**src/rtl/fetch_pc_unit.sv**
```systemverilog
// PC select, instruction-fetch handshake and IF/ID register of the RV32I core.
// Define MISALIGN_TRAP_EN to add the sticky misaligned-target error output.
module fetch_pc_unit #(
  parameter logic [31:0] RESET_PC = 32'h0000_0000,
  parameter int unsigned XLEN     = 32
) (
  input  logic            clk,
  input  logic            rst,
  input  logic            taken,
  input  logic [XLEN-1:0] branch_target,
  input  logic            jump,
  input  logic [XLEN-1:0] jump_target,
  input  logic            stall,
  output logic            imem_req,
  output logic [XLEN-1:0] imem_addr,
  input  logic            imem_ready,
  input  logic [31:0]     imem_rdata,
  output logic [XLEN-1:0] pc,
  output logic [31:0]     inst,
  output logic [XLEN-1:0] inst_pc,
  output logic            fetch_valid,
`ifdef MISALIGN_TRAP_EN
  output logic            misaligned,
`endif
  output logic            flush
);

  localparam logic [31:0] NOP = 32'h0000_0013;

  typedef enum logic [1:0] {S_BOOT, S_FETCH, S_HOLD} state_t;

  state_t          state_q, state_d;
  logic [XLEN-1:0] pc_q, pc_d;
  logic [31:0]     inst_q, inst_d;
  logic [XLEN-1:0] inst_pc_q, inst_pc_d;
  logic            fetch_valid_q, fetch_valid_d;
  logic            flush_q, flush_d;
  logic            req_q, req_d;
  logic            mis_q, mis_d;

  logic            redirect;
  logic            transfer;
  logic [XLEN-1:0] target;

  assign redirect = jump | taken;
  assign target   = jump ? jump_target : branch_target;
  assign transfer = req_q & imem_ready;

  // Next-state: redirect > stall > sequential fetch.
  always_comb begin
    state_d       = state_q;
    pc_d          = pc_q;
    inst_d        = inst_q;
    inst_pc_d     = inst_pc_q;
    fetch_valid_d = fetch_valid_q;
    flush_d       = 1'b0;
    mis_d         = mis_q;
    if (redirect) begin
      state_d       = S_FETCH;
      fetch_valid_d = 1'b0;
      inst_d        = NOP;
      flush_d       = 1'b1;
`ifdef MISALIGN_TRAP_EN
      pc_d          = target;
      if (target[1:0] != 2'b00) mis_d = 1'b1;
`else
      pc_d          = {target[XLEN-1:2], 2'b00};
`endif
    end else if (stall) begin
      state_d = S_HOLD;
    end else begin
      case (state_q)
        S_BOOT:  state_d = S_FETCH;
        S_FETCH: begin
          if (transfer) begin
            inst_d        = imem_rdata;
            inst_pc_d     = pc_q;
            fetch_valid_d = 1'b1;
            pc_d          = pc_q + XLEN'(4);
          end else begin
            fetch_valid_d = 1'b0;
          end
        end
        S_HOLD: begin
          // The held word was consumed in the release cycle; do not present it twice.
          state_d       = S_FETCH;
          fetch_valid_d = 1'b0;
        end
        default: state_d = S_BOOT;
      endcase
    end
    if (mis_d) fetch_valid_d = 1'b0;
    req_d = (state_d == S_FETCH) && !mis_d;
  end

  always_ff @(posedge clk) begin
    if (rst) begin
      state_q       <= S_BOOT;
      pc_q          <= XLEN'(RESET_PC);
      inst_q        <= NOP;
      inst_pc_q     <= '0;
      fetch_valid_q <= 1'b0;
      flush_q       <= 1'b0;
      req_q         <= 1'b0;
      mis_q         <= 1'b0;
    end else begin
      state_q       <= state_d;
      pc_q          <= pc_d;
      inst_q        <= inst_d;
      inst_pc_q     <= inst_pc_d;
      fetch_valid_q <= fetch_valid_d;
      flush_q       <= flush_d;
      req_q         <= req_d;
      mis_q         <= mis_d;
    end
  end

  assign imem_req    = req_q;
  assign imem_addr   = pc_q;
  assign pc          = pc_q;
  assign inst        = inst_q;
  assign inst_pc     = inst_pc_q;
  assign fetch_valid = fetch_valid_q;
  assign flush       = flush_q;
`ifdef MISALIGN_TRAP_EN
  assign misaligned  = mis_q;
`else
  logic unused_mis;
  assign unused_mis = mis_q;
`endif

endmodule

```
**config.mk**
```make
export PLATFORM = sky130hd
export DESIGN_NAME = fetch_pc_unit
export DESIGN_NICKNAME = d
export VERILOG_FILES = /design/src/rtl/fetch_pc_unit.sv
export SDC_FILE = /design/constraint.sdc
export NUM_CORES = 1
export LEC_CHECK = 0
export BUFFER_PORTS_ARGS = -buffer_cell sky130_fd_sc_hd__buf_4
export CAP_MARGIN = 20
export CORE_MARGIN = 2
export CORE_UTILIZATION = 42
export DETAILED_ROUTE_END_ITERATION = 8
export PLACE_DENSITY = 0.8
export SLEW_MARGIN = 5
export SYNTH_ARGS = -nofsm -noshare
export SYNTH_HDL_FRONTEND = slang
export SYNTH_SLANG_ARGS = --single-unit
```
**constraint.sdc**
```tcl
create_clock -name clk -period 2 [get_ports clk]
set_clock_uncertainty 0.1 [all_clocks]
set_input_delay 0.5 -clock clk [delete_from_list [all_inputs] [get_ports clk]]
set_output_delay 0.5 -clock clk [all_outputs]
set_load 0.03 [all_outputs]
```
==> impl_metrics.json, run 1 <==
{
  "core_um2": 11270,
  "fmax_ghz": 0.5112,
  "drtIter0Drc": 369,
  "fin_crit_ns": 1.956,
  "timing.final.crit_share": 0.9780,
  "path_cells": "inv_2 > ha_4 > nand4b_1 > buf_6 > nor4_4 > nand4b_1 > or4_1 > o211ai_1",
  "synth_edf_count": 0,
  "io_buffers": 222,
  "clockRootBuffer": "clkbuf_16",
  "holdBufCountCts": 0,
  "viasPerCell": 5.262,
  "register_area_um2": 1958,
  "cp-end-kind": "flip-flop",
  "power_density_nw_per_um2": 644.3,
  "wl_um": 15430,
  "synthArstFlopShare": 0,
  "fin_total_pwr_uw": 4577,
  "netlist.area_leader.share": 0.4047,
  "dpl.hpwl_um": 11640,
  "row_count": 39,
  "path_buf_inv": 2,
  "grtUsageTotal": 0.2430,
  "synth_area_leader_cell": "dfxtp_1",
  "io_pins": 233,
  "path_clk_slew_ns": 0.07,
  "cts_tree": "built",
  "criticalPathCategory": "flip-flop to flip-flop",
  "place.gp.congestion": 0.9197,
  "setup_tns_ns": 0,
  "critPathArrivalTime_ns": 2.12,
  "synth.avg_cell_area_um2": 7.853,
  "maxCapViolCount": 0,
  "antenna_found_initial": 0,
  "grt_pass1_wl_um": 24560,
  "wire_per_inst_um": 15.60,
  "hold_class": "input port to flip-flop",
  "synth.distinct_cells": 63,
  "drc": 0,
  "syn_inst": 611,
  "grt_max_degree": 33,
  "drt-pass1-iter-count": 7,
  "final_layout_size_suffix_gt1_frac": 0.4007,
  "fillers": 1003,
  "ys_seq_area_frac": 0.4047,
  "multi_input_area_um2": 2460,
  "first_global_vias": 4896,
  "max_stage_delay_ns": 0.54,
  "cp-start-kind": "flip-flop",
  "start_util": 0.4257,
  "irDropWorstVdd_v": 0.0003494,
  "htree_num_levels": 3,
  "required_ns": 2.17,
  "synth_seq_cells": 97,
  "syn_to_final_growth_pct": 48.06,
  "syn_area_um2": 4798,
  "dp_cells": 967,
  "final-setup-viol-count": 0,
  "rsz0062_at_grt": "yes",
  "antenna_left": 0,
  "maxSlewViolCount": 0,
  "overflow": 0,
  "fin_nets": 948,
  "ys_top_cells_by_area": "dfxtp_1, nand2_1, a21oi_1",
  "cp_slowest_cell": "or4_1",
  "fin_util": 0.6303,
  "design_area_um2": 7104,
  "cts.sinks": 97,
  "cp_top_family": "simple AND/OR/NAND/NOR gates",
  "cts_inserted_buffers": 9,
  "die_y_um": 110.9,
  "diodes": 0,
  "synth_top_flop_cell": "dfxtp_1",
  "finalNonFillerCells": 989,
  "die_area_um2": 12300,
  "placed_area_um2": 6724,
  "die_width_um": 110.9,
  "yosysWarnings": 0,
  "hold_violations": 0,
  "outcome": "finished, final reports clean",
  "vias": 5204,
  "leakage_uw": 0.003075,
  "clock_latency_ns": 0.34,
  "cts_buffer_depth": 2,
  "path_max_fanout": 4,
  "cpMostUsedCell": "nand4b_1"
}
worst paths after layout:
check,start,endpoint,slack [ns],cells after the start
worst max register to register,state_q[1]$_SDFF_PP0_,imem_addr[27]$_SDFFE_PP0P_,0.04,8
worst min-delay path,imem_rdata[4],inst[4]$_SDFFE_PP1P_,0.27,3
worst max-delay path,state_q[1]$_SDFF_PP0_,imem_addr[27]$_SDFFE_PP0P_,0.04,8
worst min register to register,inst[26]$_SDFFE_PP0P_,inst[26]$_SDFFE_PP0P_,0.35,2
metrics by stage:
| stage | hold WS [ns] | setup slack [ns] |
|---|---|---|
| after global placement | 0.3419 | -0.08088 |
| final | 0.2677 | 0.04392 |
| after global routing | 0.2921 | -0.04264 |
| after detailed placement | 0.3469 | -0.1740 |
| after floorplan | 0.4518 | 0.01117 |
| after CTS | 0.2598 | -0.01942 |
sequential cells by signal, summed over array words and instances (netlist names):
register     count
state_q          2
imem_addr       30
inst            32
fetch_valid      1
flush            1
inst_pc         30
imem_req         1
cells in the mapped netlist, drive strengths merged (2+ instances only):
library cell    n
and2            2
nand2         159
a22oi          18
clkbuf         22
a31oi           4
mux2i           7
nand4          12
buf            54
a21boi          3
a211oi          8
a21o            2
a2111oi         3
nor3           12
nor2           25
ha              5
a31o            2
nor4            6
nor2b           2
nand4b          2
a222oi          4
xor2            5
or4             2
o21ai          11
inv             7
xnor2           2
o211ai          2
o22ai           9
a22o            3
nand2b          2
o221ai          2
dfxtp          97
a21oi          76
and3            7
or3             2
nand3          21
tightest hold or removal path: stages:
cell,delay (ns)
buf_4,0.07
nand2_1,0.04
nand3_1,0.06
report_power, final:
part | leakage, uW | internal, uW | switching, uW
combinational | 0.00215 | 376 | 466
sequential | 0.000792 | 1980 | 54.2
clock | 0.000135 | 976 | 724
routing by layer:
layer  track usage  part of all wire  vias to the layer above
met2        0.4041              0.49                      216
met5             0                 0                        -
met3       0.07873             0.095                       18
met1        0.2990              0.40                     2409
met4       0.07750             0.016                        0
li1              -                 -                     2561
cell usage in the layout, fill, tap and decap left out, drive strengths merged, types with 5 or more instances in the layout:
| master | count |
|---|---|
| dfxtp | 97 |
| a21oi | 76 |
| mux2i | 7 |
| and3 | 7 |
| nor2 | 25 |
| buf | 290 |
| nand2 | 159 |
| o22ai | 9 |
| clkbuf | 14 |
| a22oi | 18 |
| nor4 | 6 |
| xor2 | 5 |
| ha | 5 |
| o21ai | 11 |
| nand4 | 12 |
| nor3 | 12 |
| conb | 6 |
| a211oi | 8 |
| inv | 7 |
| nand3 | 21 |
logic make-up after synthesis:
group	share of synthesized area
buffers and inverters	0.09648
AO/OA/AOI/OAI	0.2026
flip-flops	0.4047
other	0.0007815
multiplexers	0.01460
AND/OR/NAND/NOR	0.2550
XOR/XNOR	0.01278
adder cells (fa/ha/maj)	0.01304
area by class of cell:
| cell class | count | share of cell area |
|---|---|---|
| Clock buffer | 14 | 0.03434 |
| Clock inverter | 2 | 0.005460 |
| Inverter | 7 | 0.003698 |
| Multi-Input combinational cell | 436 | 0.3462 |
| Sequential cell | 97 | 0.2756 |
| Tap cell | 143 | 0.02518 |
| Timing Repair Buffer | 290 | 0.3094 |
timing repair:
| action | CTS | global route |
|---|---|---|
| endpoints found under the setup margin | 1 | 14 |
| pin swaps | 2 | 12 |
| gates resized for setup | 2 | 12 |
| setup buffers | 1 | 4 |
| gates cloned | 1 | 0 |
No activity file was read; power rests on OpenSTA's default activity.
==> run 2: changes to the inputs <==
--- a/config.mk
+++ b/config.mk
@@ -10,7 +10,7 @@
 export CORE_MARGIN = 2
 export CORE_UTILIZATION = 42
 export DETAILED_ROUTE_END_ITERATION = 8
-export PLACE_DENSITY = 0.8
+export PLACE_DENSITY_LB_ADDON = 0.15
 export SLEW_MARGIN = 5
 export SYNTH_ARGS = -nofsm -noshare
 export SYNTH_HDL_FRONTEND = slang
==> run 2 against run 1 <==
Effect of this change: register-to-register slack got worse by 0.03 ns; cell count is 0.30% lower; via count about the same; global-route usage up 0.36 points; non-clock buffer count fell by 3; sequential power hardly changed; combinational power increased by 1%; hold slack got worse by 0.0010 ns; worst setup slack got worse by 0.026 ns; first-iteration DRC count is 40% lower; sequential share of layout area is 0.30 points lower.
==> impl_metrics.json, run 2 (synthesized netlist as in run 1, its figures left out) <==
{
  "die_y_um": 110.9,
  "antenna_found_initial": 0,
  "multi_input_area_um2": 2489,
  "vias": 5209,
  "drc": 0,
  "rr_endpoint": "imem_addr[25]$_SDFFE_PP0P_",
  "start_util": 0.4257,
  "fin_crit_ns": 1.982,
  "final-setup-viol-count": 0,
  "cp-end-kind": "flip-flop",
  "viasPerCell": 5.283,
  "grtUsageTotal": 0.2466,
  "power_density_nw_per_um2": 679.6,
  "maxSlewViolCount": 0,
  "final_common_cell": "buf_4",
  "path_buf_inv": 3,
  "critPathArrivalTime_ns": 2.15,
  "outcome": "finished, final reports clean",
  "die_width_um": 110.9,
  "leakage_uw": 0.003123,
  "io_pins": 233,
  "grt_max_degree": 64,
  "cts_inserted_buffers": 9,
  "grt-busiest-layer": "met2",
  "rsz0062_at_grt": "yes",
  "fin_nets": 945,
  "required_ns": 2.17,
  "core_um2": 11270,
  "die_area_um2": 12300,
  "grt_pass1_wl_um": 24850,
  "path_cells": "inv_2 > ha_4 > nand4b_1 > buf_6 > buf_4 > a2111oi_4 > a31oi_1 > a31o_1 > a211oi_2",
  "worst_r2r_path_depth": 9,
  "maxCapViolCount": 0,
  "antenna_left": 0,
  "placed_area_um2": 6706,
  "cts_tree": "built",
  "use_met2": 0.4372,
  "endpoint": "imem_addr[25]$_SDFFE_PP0P_",
  "row_count": 39,
  "cp_top_family": "compound AO/OA/AOI/OAI gates",
  "hold_ws_ns": 0.2667,
  "final_layout_size_suffix_gt1_frac": 0.4045,
  "overflow": 0,
  "critPathLaunch": "state_q[1]$_SDFF_PP0_",
  "clock_latency_ns": 0.34,
  "final_cell_mix": "buf_4, nand2_1, dfxtp_1, a21oi_1, nor2_1",
  "max_slew.worst_pin.slew_ns": 0.7300,
  "htree_num_levels": 3,
  "largest_reg_flops": 32,
  "io_buffers": 222,
  "max_stage_delay_ns": 0.32,
  "dpl.hpwl_um": 11650,
  "cp_slowest_cell": "dfxtp_2",
  "irDropWorstVdd_v": 0.0003963,
  "wire_per_inst_um": 15.90,
  "pre_cts_ws_ns": -0.1542,
  "drtIter0Drc": 223,
  "path_clk_slew_ns": 0.07,
  "hold_class": "input port to flip-flop",
  "cts.sinks": 97,
  "fillers": 991,
  "syn_to_final_growth_pct": 49.70,
  "hold_violations": 0,
  "diodes": 0,
  "first_global_vias": 5026,
  "wl_um": 15680,
  "grt_util_met3": 0.07709,
  "timing.final.crit_share": 0.9910,
  "criticalPathCategory": "flip-flop to flip-flop",
  "register_area_um2": 1958,
  "fmax_ghz": 0.5045,
  "cp.depth": 9,
  "grt_util_met1": 0.2883,
  "path_max_fanout": 5,
  "clockRootBuffer": "clkbuf_16",
  "finalWorstSetupSlack_ns": 0.01803,
  "worst_slew_margin_rel": 0.5133,
  "drt-pass1-iter-count": 5,
  "cp-start-kind": "flip-flop",
  "r2r_start": "state_q[1]$_SDFF_PP0_",
  "rrSetupSlack_ns": 0.02,
  "place.gp.congestion": 0.8675,
  "cts_buffer_depth": 2,
  "design_area_um2": 7183
}
[run 2: layout make-up]
type | count | area share
flip-flops and latches | 97 | 0.2726
well taps | 143 | 0.02491
repair buffers | 287 | 0.3045
clock inverters | 6 | 0.01603
multi-input cells | 436 | 0.3465
clock buffers | 10 | 0.03188
inverters | 7 | 0.003658
[run 2: tightest hold or removal path, stage by stage]
cell	delay, ns
buf_4	0.08
nand2_1	0.04
nand3_1	0.06
[run 2: worst min path at each step]
stage               slack, ns                        to  cells after the start                       start
floorplan                0.45  inst_pc[13]$_SDFFE_PP0P_                      2  imem_addr[13]$_SDFFE_PP0P_
global placement         0.34     inst[13]$_SDFFE_PP0P_                      2       inst[13]$_SDFFE_PP0P_
detailed placement       0.35  inst_pc[27]$_SDFFE_PP0P_                      2    inst_pc[27]$_SDFFE_PP0P_
CTS                      0.26      inst[1]$_SDFFE_PP1P_                      3               imem_rdata[1]
global route             0.26      inst[1]$_SDFFE_PP1P_                      3               imem_rdata[1]
finish                   0.27      inst[1]$_SDFFE_PP1P_                      3               imem_rdata[1]
[run 2: per-layer routing]
layer / wire, um / share of wire
met1: 6365 / 0.41
met2: 7868 / 0.50
met3: 1209 / 0.077
met4: 233 / 0.015
met5: 0 / 0
[run 2: timing repair]
item                                    4_1_cts  5_1_grt
setup buffers                                 1        7
pin swaps                                     2       18
resized for setup                             6       11
endpoints found under the setup margin        4       22
hold buffers                                  0        0
[run 2: metrics by stage]
step / cells / total power, uW / setup TNS, ns / util
2_1_floorplan: 616 / 2546 / 0 / -
3_3_place_gp: 963 / 2896 / -0.5588 / 0.5950
3_5_place_dp: 963 / 2911 / -2.057 / 0.5950
4_1_cts: 980 / 4907 / 0 / 0.6285
5_1_grt: 986 / 5055 / -0.3361 / 0.6373
6_report: 986 / 4882 / 0 / 0.6373
[run 2: power breakdown]
part | total (uW) | switching, uW | internal, uW
sequential | 2030 | 50.4 | 1980
clock | 2000 | 770 | 1230
combinational | 852 | 476 | 376
total | 4880 | 1300 | 3590
==> run 3: changes to the inputs <==
--- a/config.mk
+++ b/config.mk
@@ -10,6 +10,7 @@
 export CORE_MARGIN = 2
 export CORE_UTILIZATION = 42
 export DETAILED_ROUTE_END_ITERATION = 8
+export MAX_ROUTING_LAYER = met4
 export PLACE_DENSITY_LB_ADDON = 0.15
 export SLEW_MARGIN = 5
 export SYNTH_ARGS = -nofsm -noshare
==> run 3 against run 2 <==
Effect of this change: sequential power about the same; flip-flop and latch count stayed put; highest routed layer unchanged; combinational power about the same; first-iteration DRC count rose by 2.7%; via count about the same.
==> impl_metrics.json, run 3 (synthesized netlist as in run 1, its figures left out) <==
{
  "required_ns": 2.17,
  "criticalPathCategory": "flip-flop to flip-flop",
  "cp-end-kind": "flip-flop",
  "path_cells": "inv_2 > ha_4 > nand4b_1 > buf_6 > buf_4 > a2111oi_4 > a31oi_1 > a31o_1 > a211oi_2",
  "power_density_nw_per_um2": 679.9,
  "worst_r2r_path_depth": 9,
  "grtUsageTotal": 0.2537,
  "antenna_left": 0,
  "rr_endpoint": "imem_addr[25]$_SDFFE_PP0P_",
  "die_y_um": 110.9,
  "fin_total_pwr_uw": 4884,
  "vias": 5213,
  "core_um2": 11270,
  "grt_max_degree": 64,
  "max_slew.worst_pin.slew_ns": 0.7675,
  "intPower_uw": 3586,
  "cp_top_family": "compound AO/OA/AOI/OAI gates",
  "syn_to_final_growth_pct": 49.70,
  "cp-start-kind": "flip-flop",
  "design_area_um2": 7183,
  "p_seq_frac": 0.416,
  "maxCapViolCount": 0,
  "max_stage_delay_ns": 0.32,
  "critPathLaunch": "state_q[1]$_SDFF_PP0_",
  "io_buffers": 222,
  "path_buf_inv": 3,
  "irDropWorstVdd_v": 0.0003969,
  "cts_tree": "built",
  "htree_num_levels": 3,
  "grt_pass1_wl_um": 24860,
  "start_util": 0.4257,
  "antenna_found_initial": 0,
  "final_common_cell": "buf_4",
  "io_pins": 233,
  "clock_latency_ns": 0.34,
  "final-setup-viol-count": 0,
  "critPathArrivalTime_ns": 2.16,
  "use_met2": 0.4384,
  "hold_violations": 0,
  "maxSlewViolCount": 0,
  "rsz0062_at_grt": "yes",
  "row_count": 39,
  "grt_util_met3": 0.06780,
  "first_global_vias": 5034,
  "final_cell_mix": "buf_4, nand2_1, dfxtp_1, a21oi_1, nor2_1",
  "final_layout_size_suffix_gt1_frac": 0.4045,
  "min_to": "inst[1]$_SDFFE_PP1P_",
  "drt-pass1-iter-count": 4,
  "finalNonFillerCells": 986,
  "dpl.hpwl_um": 11650,
  "rrSetupSlack_ns": 0.007,
  "placed_area_um2": 6706,
  "fin_crit_ns": 1.993,
  "die_width_um": 110.9,
  "fmax_ghz": 0.5019,
  "worst_slew_margin_rel": 0.4883,
  "dp_cells": 963,
  "switching_share": 0.2658,
  "wire_per_inst_um": 15.89,
  "drtIter0Drc": 229,
  "p_sw_uw": 1298,
  "cts_inserted_buffers": 9,
  "setup_tns_ns": 0,
  "timing.final.crit_share": 0.9963,
  "path_clk_slew_ns": 0.07,
  "combPwrFrac": 0.175,
  "diodes": 0,
  "holdBufCountCts": 0,
  "die_area_um2": 12300,
  "p_clk_frac": 0.410,
  "viasPerCell": 5.287,
  "path_max_fanout": 5,
  "leakage_uw": 0.003123,
  "overflow": 0,
  "hp-start": "imem_rdata[1]",
  "drc": 0,
  "place.gp.congestion": 0.8816,
  "r2r_start": "state_q[1]$_SDFF_PP0_",
  "cts.sinks": 97,
  "fin_nets": 945,
  "largest_reg_flops": 32,
  "min_path_cells": 3,
  "outcome": "finished, final reports clean",
  "grt_util_met1": 0.2935,
  "cp_slowest_cell": "dfxtp_2",
  "grt-busiest-layer": "met2",
  "wl_um": 15670,
  "cts_buffer_depth": 2,
  "hold_class": "input port to flip-flop",
  "clockRootBuffer": "clkbuf_16"
}
-- run 3: cell counts in the layout (fill, tap and decap cells not counted) --
Identical to the previous run, type by type.
-- run 3: per-stage QoR --
stage,worst slack [ns],utilization,hold slack (ns)
after floorplan,0.01117,-,0.4518
after global placement,-0.1104,0.5950,0.3428
after detailed placement,-0.1542,0.5950,0.3468
after CTS,0.004255,0.6285,0.2584
after global routing,-0.09769,0.6373,0.2624
final,0.007470,0.6373,0.2656
-- run 3: area by class of cell --
class | count | area (um2)
inverter | 7 | 26.28
sequential | 97 | 1958
timing repair buffer | 287 | 2187
clock inverter | 6 | 115.1
fill | 991 | 4089
multi-input combinational | 436 | 2489
tap | 143 | 178.9
clock buffer | 10 | 229.0
-- run 3: metal layers --
metal | share of wire | wire (um)
met1 | 0.40 | 6330
met2 | 0.50 | 7833
met3 | 0.081 | 1277
met4 | 0.015 | 228
met5 | 0 | 0
-- run 3: power groups by stage --
| stage | combinational, uW | clock (uW) | sequential [uW] |
|---|---|---|---|
| after CTS | 845 | 2030 | 2030 |
| after global routing | 906 | 2110 | 2040 |
| after global placement | 825 | 0 | 2070 |
| after detailed placement | 839 | 0 | 2070 |
| after floorplan | 372 | 0 | 2170 |
| final | 853 | 2000 | 2030 |
-- run 3: repair_timing --
| action | in CTS | in global routing |
|---|---|---|
| setup endpoints to repair | 4 | 22 |
| setup buffers | 1 | 7 |
| gates cloned | 0 | 0 |
| pin swaps | 2 | 18 |
| gates resized for setup | 6 | 11 |
-- run 3: worst max-delay path by stage --
stage	endpoint	cells after the start
6_report	imem_addr[25]$_SDFFE_PP0P_	9
5_1_grt	imem_addr[22]$_SDFFE_PP0P_	7
4_1_cts	imem_addr[27]$_SDFFE_PP0P_	8
3_5_place_dp	imem_addr[27]$_SDFFE_PP0P_	7
3_3_place_gp	imem_addr[27]$_SDFFE_PP0P_	7
2_1_floorplan	imem_addr[22]$_SDFFE_PP0P_	6
-- run 3: worst min-delay path: stages --
cell and delay, ns:
buf_4 0.08, nand2_1 0.04, nand3_1 0.06
